### src/rtl/booth4_mult_pipe.sv
// Pipelined radix-4 Booth signed fixed-point multiplier with round/saturate.
// Stages: input register, S Booth/accumulate stages, round/saturate output register.
// Ports:
//   clk, rst_n            clock (rising edge), async active-low reset
//   in_valid/in_ready     operand handshake; in_ready = !out_valid | out_ready
//   a, b                  signed Q(W-FRAC).FRAC operands
//   out_valid/out_ready   result handshake; the whole pipeline stalls when not taken
//   p, ovf                saturated scaled result and clamp flag
//   prod_full             exact 2W-bit product, aligned with p
module booth4_mult_pipe #(
    parameter int W            = 24,
    parameter int FRAC         = 22,
    parameter int PP_PER_STAGE = 2,
    parameter int ROUND        = 1
) (
    input  logic             clk,
    input  logic             rst_n,
    input  logic             in_valid,
    output logic             in_ready,
    input  logic [W-1:0]     a,
    input  logic [W-1:0]     b,
    output logic             out_valid,
    input  logic             out_ready,
    output logic [W-1:0]     p,
    output logic             ovf,
    output logic [2*W-1:0]   prod_full
);

    localparam int NPP = W / 2;
    localparam int S   = NPP / PP_PER_STAGE;

    localparam logic [2*W:0] RND = (ROUND != 0) ?
        ({{(2*W){1'b0}}, 1'b1} << (FRAC - 1)) : '0;
    localparam logic signed [2*W:0] MAXR =
        {{(W+2){1'b0}}, {(W-1){1'b1}}};
    localparam logic signed [2*W:0] MINR =
        {{(W+2){1'b1}}, {(W-1){1'b0}}};

    // Booth partial product k: digit from {x[2k+1],x[2k],x[2k-1]}, x[-1]=0.
    function automatic logic [2*W-1:0] booth_pp(
        input logic [W-1:0] x,
        input logic [W-1:0] y,
        input int           k
    );
        logic [W:0]     xe;
        logic [2:0]     t;
        logic [2*W-1:0] m;
        xe = {x, 1'b0};
        t  = xe[2*k +: 3];
        m  = {{W{y[W-1]}}, y};
        case (t)
            3'b001, 3'b010: m = m;
            3'b011:         m = m << 1;
            3'b100:         m = -(m << 1);
            3'b101, 3'b110: m = -m;
            default:        m = '0;
        endcase
        return m << (2 * k);
    endfunction

    logic             adv;
    logic             v_q   [0:S];
    logic [W-1:0]     a_q   [0:S-1];
    logic [W-1:0]     b_q   [0:S-1];
    logic [2*W-1:0]   acc_q [1:S];
    logic [2*W-1:0]   acc_in[1:S];
    logic [2*W-1:0]   acc_d [1:S];

    logic             out_valid_q;
    logic [W-1:0]     p_q, p_d;
    logic             ovf_q, ovf_d;
    logic [2*W-1:0]   prod_q;
    logic [2*W:0]     rnd_sum;
    logic signed [2*W:0] r;

    assign adv       = !out_valid_q || out_ready;
    assign in_ready  = adv;
    assign out_valid = out_valid_q;
    assign p         = p_q;
    assign ovf       = ovf_q;
    assign prod_full = prod_q;

    // Stage s consumes digits (s-1)*PP_PER_STAGE .. s*PP_PER_STAGE-1 of its own slot.
    always_comb begin
        acc_in[1] = '0;
        for (int s = 2; s <= S; s++) begin
            acc_in[s] = acc_q[s-1];
        end
        for (int s = 1; s <= S; s++) begin
            acc_d[s] = acc_in[s];
            for (int i = 0; i < PP_PER_STAGE; i++) begin
                acc_d[s] = acc_d[s] +
                    booth_pp(a_q[s-1], b_q[s-1], (s-1)*PP_PER_STAGE + i);
            end
        end
    end

    // One extra bit keeps the rounding add from wrapping.
    always_comb begin
        rnd_sum = {acc_q[S][2*W-1], acc_q[S]} + RND;
        r       = $signed(rnd_sum) >>> FRAC;
        p_d     = r[W-1:0];
        ovf_d   = 1'b0;
        if (r > MAXR) begin
            p_d   = {1'b0, {(W-1){1'b1}}};
            ovf_d = 1'b1;
        end else if (r < MINR) begin
            p_d   = {1'b1, {(W-1){1'b0}}};
            ovf_d = 1'b1;
        end
    end

    always_ff @(posedge clk or negedge rst_n) begin
        if (!rst_n) begin
            for (int s = 0; s <= S; s++) v_q[s] <= 1'b0;
            for (int s = 0; s < S; s++) begin
                a_q[s] <= '0;
                b_q[s] <= '0;
            end
            for (int s = 1; s <= S; s++) acc_q[s] <= '0;
            out_valid_q <= 1'b0;
            p_q         <= '0;
            ovf_q       <= 1'b0;
            prod_q      <= '0;
        end else if (adv) begin
            v_q[0] <= in_valid;
            a_q[0] <= a;
            b_q[0] <= b;
            for (int s = 1; s <= S; s++) begin
                v_q[s]   <= v_q[s-1];
                acc_q[s] <= acc_d[s];
            end
            for (int s = 1; s < S; s++) begin
                a_q[s] <= a_q[s-1];
                b_q[s] <= b_q[s-1];
            end
            out_valid_q <= v_q[S];
            p_q         <= p_d;
            ovf_q       <= ovf_d;
            prod_q      <= acc_q[S];
        end
    end

endmodule
### config.mk
export PLATFORM = sky130hd
export DESIGN_NAME = booth4_mult_pipe
export DESIGN_NICKNAME = d
export VERILOG_FILES = /design/src/rtl/booth4_mult_pipe.sv
export SDC_FILE = /design/constraint.sdc
export NUM_CORES = 2
export LEC_CHECK = 0
export CAP_MARGIN = 10
export CORE_ASPECT_RATIO = 1.25
export CORE_UTILIZATION = 50
export DETAILED_ROUTE_END_ITERATION = 6
export PLACE_DENSITY = 0.74
export SYNTH_ARGS = -nofsm -noshare
export SYNTH_HDL_FRONTEND = slang
export SYNTH_SLANG_ARGS = --single-unit
### constraint.sdc
create_clock -name clk -period 12.4 [get_ports clk]
set_input_delay 1.24 -clock clk [delete_from_list [all_inputs] [get_ports clk]]
set_output_delay 1.24 -clock clk [all_outputs]
set_load 0.03 [all_outputs]
==> metrics.log <==
INFO  metric insertedDiodeCount = 0
INFO  metric worst-path-buf-inv = 3
INFO  metric global_route_wire_length_before_repair = 260000 um
INFO  metric initial_utilization = 0.504
INFO  metric post-synth-top-area-fraction = 0.288
INFO  metric synth-seq-area-share = 0.288
INFO  metric grtUsageTotal = 0.305
INFO  metric worst_ep_arrival_time = 7.31 ns
INFO  metric grt_max_degree = 219
INFO  metric cts_clock_pin_slew_for_the_worst_setup_and_hold_paths = 0.06 ns
INFO  metric slew_violations = 0
INFO  metric worst_clock_skew = 0.0600 ns
INFO  metric netlist_top_cells_area = sky130_fd_sc_hd__dfrtp_1, sky130_fd_sc_hd__nand2_1, sky130_fd_sc_hd__fa_1
INFO  metric setup.reg_to_reg.worst_slack = 5.61 ns
INFO  metric detailroute.via_count = 49000
INFO  metric number_of_nets_in_the_layout = 7049
INFO  metric worst_pin_slew = 1.20 ns
INFO  metric htree_num_levels = 3
INFO  metric vias_per_cell = 6.13
INFO  metric startpoint = a_q[121]
INFO  metric critical-path-slowest-cell = sky130_fd_sc_hd__nor2_1
INFO  metric drt-wirelength-per-cell = 20.4 um
INFO  metric finalCritPeriodShare = 0.547
INFO  metric path_max_fanout = 50
INFO  metric run_status = complete, but fails checks
INFO  metric hold_buffers = 0
INFO  metric distinct_cell_type_count_of_the_synthesized_netlist = 100
INFO  metric yosys_top_cell_by_area = sky130_fd_sc_hd__dfrtp_1
INFO  metric place.gp.congestion = 0.970
INFO  metric buffer_ports.inserted = 126
INFO  metric register_area = 15100 sq um
INFO  metric r2r_end = acc_in[223]
INFO  metric worst_path_dominant_cell_family = compound AO/OA/AOI/OAI gates
INFO  metric global_route.overflow_total = 0
INFO  metric die_w = 291 um
INFO  metric yosys_warnings = 0
INFO  metric antenna_violations_before_repair = 0
INFO  metric remaining_drc_errors = 1
INFO  metric total_area_of_multi_input_combinational_cells = 34200 sq um
INFO  metric synth_async_sr_flop_share = 1.00
INFO  metric drt_first_pass_iters = 7
INFO  metric worst_flop_to_flop_path_startpoint = a_q[121]
INFO  metric root_buffer = sky130_fd_sc_hd__clkbuf_16
INFO  metric hold_class = reg2reg
INFO  metric cp-endpoint = acc_in[223]
INFO  metric clk_latency = 0.69 ns
INFO  metric setup.worst_path.end_class = flop
INFO  metric nFillCells = 9795
INFO  metric postRouteAntennaNets = 0
INFO  metric r2r.worst_path.cells = 19
INFO  metric layout-drive-gt1-share = 0.0418
INFO  metric finalWirelength = 163000 um
INFO  metric syn-num-nets = 7286
INFO  metric core-area = 104000 sq um
INFO  metric max_cap_violations = 0
INFO  metric ys_top_cells_by_count = sky130_fd_sc_hd__nand2_1, sky130_fd_sc_hd__dfrtp_1, sky130_fd_sc_hd__nor2_1
INFO  metric first_global_vias = 47100
INFO  metric maxSlewHeadroom = 0.198
INFO  metric report.final.hold_viol_count = 0
INFO  metric ctsResizeCount = 0
INFO  metric dr.first_iter.drc_count = 4473
INFO  metric setup_viol_count_final = 0
INFO  metric final_worst_path_period_need = 6.79 ns
INFO  metric numClockSinks = 602
INFO  metric die_h = 364 um
INFO  metric syn_area = 52300 sq um
INFO  metric grt_setup_unrepaired = no
INFO  metric synth_ff_type = sky130_fd_sc_hd__dfrtp_1
INFO  metric tritoncts.num_buffers = 70
INFO  metric number_of_standard_cells_after_synthesis = 6831
INFO  metric layout-area-overhead-vs-synth = 8.15%
INFO  metric max_clock_freq = 147 MHz
INFO  metric syn-mean-instance-area = 7.66 sq um
INFO  metric std_cell_rows = 132
INFO  metric cts_setup_buffers = 0
INFO  metric violations = DRC
INFO  metric boundaryPins = 127
INFO  metric critical_path_cell_count = 19
INFO  metric worst_path_largest_cell_delay = 1.07 ns
INFO  metric crit_chain = buf_4 -> clkinv_1 -> nor2_1 -> nand2_1 -> nand2_1 -> nand2_1 -> o21a_1 -> inv_1 -> ha_1 -> a211oi_1 -> o21ai_0 -> a21oi_1 -> o31ai_1 -> a31oi_1 -> o21ai_0 -> a31oi_1 -> a21oi_1 -> xnor2_1 -> o21ai_0
INFO  metric yosysMostFrequentCell = sky130_fd_sc_hd__nand2_1
INFO  metric number_of_register_bits_inferred_by_synthesis = 602
INFO  metric worst-setup-path-type = reg2reg
INFO  metric start_kind = flop
INFO  metric ctsLongestPathBuffers = 3
INFO  metric synth-edff-count = 0
INFO  metric setup_total_negative_slack = 0 ns
INFO  metric timing.hold.ws = 0.464 ns
INFO  metric total_die_area = 106000 sq um
INFO  metric tritoncts = yes
INFO  metric post-dp-hpwl = 120000 um
INFO  metric crit_required = 12.92 ns
cell families (layout without fill, tap and decap cells):
| logic type | Yosys count | after routing | share of synthesized area |
|---|---|---|---|
| simple gates | 2623 | 2623 | 0.214 |
| xor+xnor | 455 | 455 | 0.0766 |
| mux | 45 | 45 | 0.00876 |
| fa+ha+maj | 403 | 403 | 0.121 |
| buf+inv | 807 | 628 | 0.0585 |
| flops | 602 | 602 | 0.288 |
| compound gates | 1896 | 1896 | 0.233 |
worst min-delay path by stage:
stage,startpoint,cells past startpoint,to
floorplan,v_q[0],2,v_q[0]
global placement,acc_q[2],2,acc_q[2]
detailed placement,acc_in[1],2,acc_in[1]
CTS,acc_in[96],2,acc_in[48]
global route,acc_in[101],2,acc_in[101]
finish,a_q[93],2,a_q[93]
cells in the final DEF, fill, tap and decap left out, types with 17 or more instances in the layout:
cell                              netlist  layout
sky130_fd_sc_hd__mux2i_1               39      39
sky130_fd_sc_hd__nor4_1                17      17
sky130_fd_sc_hd__a221o_1               41      41
sky130_fd_sc_hd__o21ai_0              494     493
sky130_fd_sc_hd__o221ai_1              17      17
sky130_fd_sc_hd__a21oi_1              482     482
sky130_fd_sc_hd__o211ai_1              29      29
sky130_fd_sc_hd__nor2b_1               49      48
sky130_fd_sc_hd__nor3_1                89      89
sky130_fd_sc_hd__o21bai_1              25      25
sky130_fd_sc_hd__or2_2                 19      19
sky130_fd_sc_hd__fa_1                 171     171
sky130_fd_sc_hd__clkdlybuf4s50_1        0     125
sky130_fd_sc_hd__buf_4                  2      77
sky130_fd_sc_hd__nor2_1               505     505
sky130_fd_sc_hd__ha_1                 232     232
sky130_fd_sc_hd__a221oi_1             156     156
sky130_fd_sc_hd__nand4_1               34      34
sky130_fd_sc_hd__a21o_1               166     166
sky130_fd_sc_hd__nand2_1             1576    1576
sky130_fd_sc_hd__a22oi_1               90      90
sky130_fd_sc_hd__and3_1                26      26
sky130_fd_sc_hd__a31oi_1               78      78
sky130_fd_sc_hd__o31ai_1               41      41
sky130_fd_sc_hd__xor2_1               174     174
sky130_fd_sc_hd__xnor2_1              279     279
sky130_fd_sc_hd__o21a_1                39      39
sky130_fd_sc_hd__a211oi_1              48      48
sky130_fd_sc_hd__and2_1                31      31
sky130_fd_sc_hd__o22ai_1               37      37
sky130_fd_sc_hd__or3_1                 45      45
sky130_fd_sc_hd__nand3_1               78      78
sky130_fd_sc_hd__inv_1                280     279
sky130_fd_sc_hd__dfrtp_1              602     597
sky130_fd_sc_hd__nand2b_1              74      74
sky130_fd_sc_hd__clkbuf_16              0      70
metal layers:
layer  vias up  track usage  part of all wire
li1      23100            -                 -
met4         0        0.164             0.057
met2      1872        0.536              0.50
met3       477       0.0335             0.058
met1     23600        0.364              0.39
met5         -            0                 0
metrics by stage:
stage | cell area [sq um] | cells | worst slack [ns] | utilization
global route | 56600 | 7992 | 5.22 | 0.545
floorplan | 52300 | 6831 | 6.43 | -
global placement | 53900 | 7862 | 5.80 | 0.520
finish | 56600 | 7992 | 5.61 | 0.545
CTS | 56600 | 7992 | 5.72 | 0.545
detailed placement | 53900 | 7862 | 5.79 | 0.520
worst min-delay path, delay by kind of cell (launching register included):
kind | cells | cell delay [ns]
flip-flops | 1 | 0.34
AND/OR/NAND/NOR | 2 | 0.10
registers in the layout, summed over array words and instances, names as in the netlist:
| register | cells |
|---|---|
| a_q | 89 |
| acc_in | 240 |
| prod_full | 48 |
| v_q | 7 |
| p | 24 |
| out_valid | 1 |
| acc_q | 48 |
| ovf | 1 |
| b_q | 144 |
cell type report:
type | instances | area share
Clock buffer | 87 | 0.0339
Clock inverter | 43 | 0.0124
Inverter | 292 | 0.0195
Multi-Input combinational cell | 5422 | 0.604
Sequential cell | 602 | 0.266
Tap cell | 1340 | 0.0296
Timing Repair Buffer | 206 | 0.0337
Power is not shown: default switching activity piles up to over one toggle a cycle in this logic, so the estimate is an artifact.
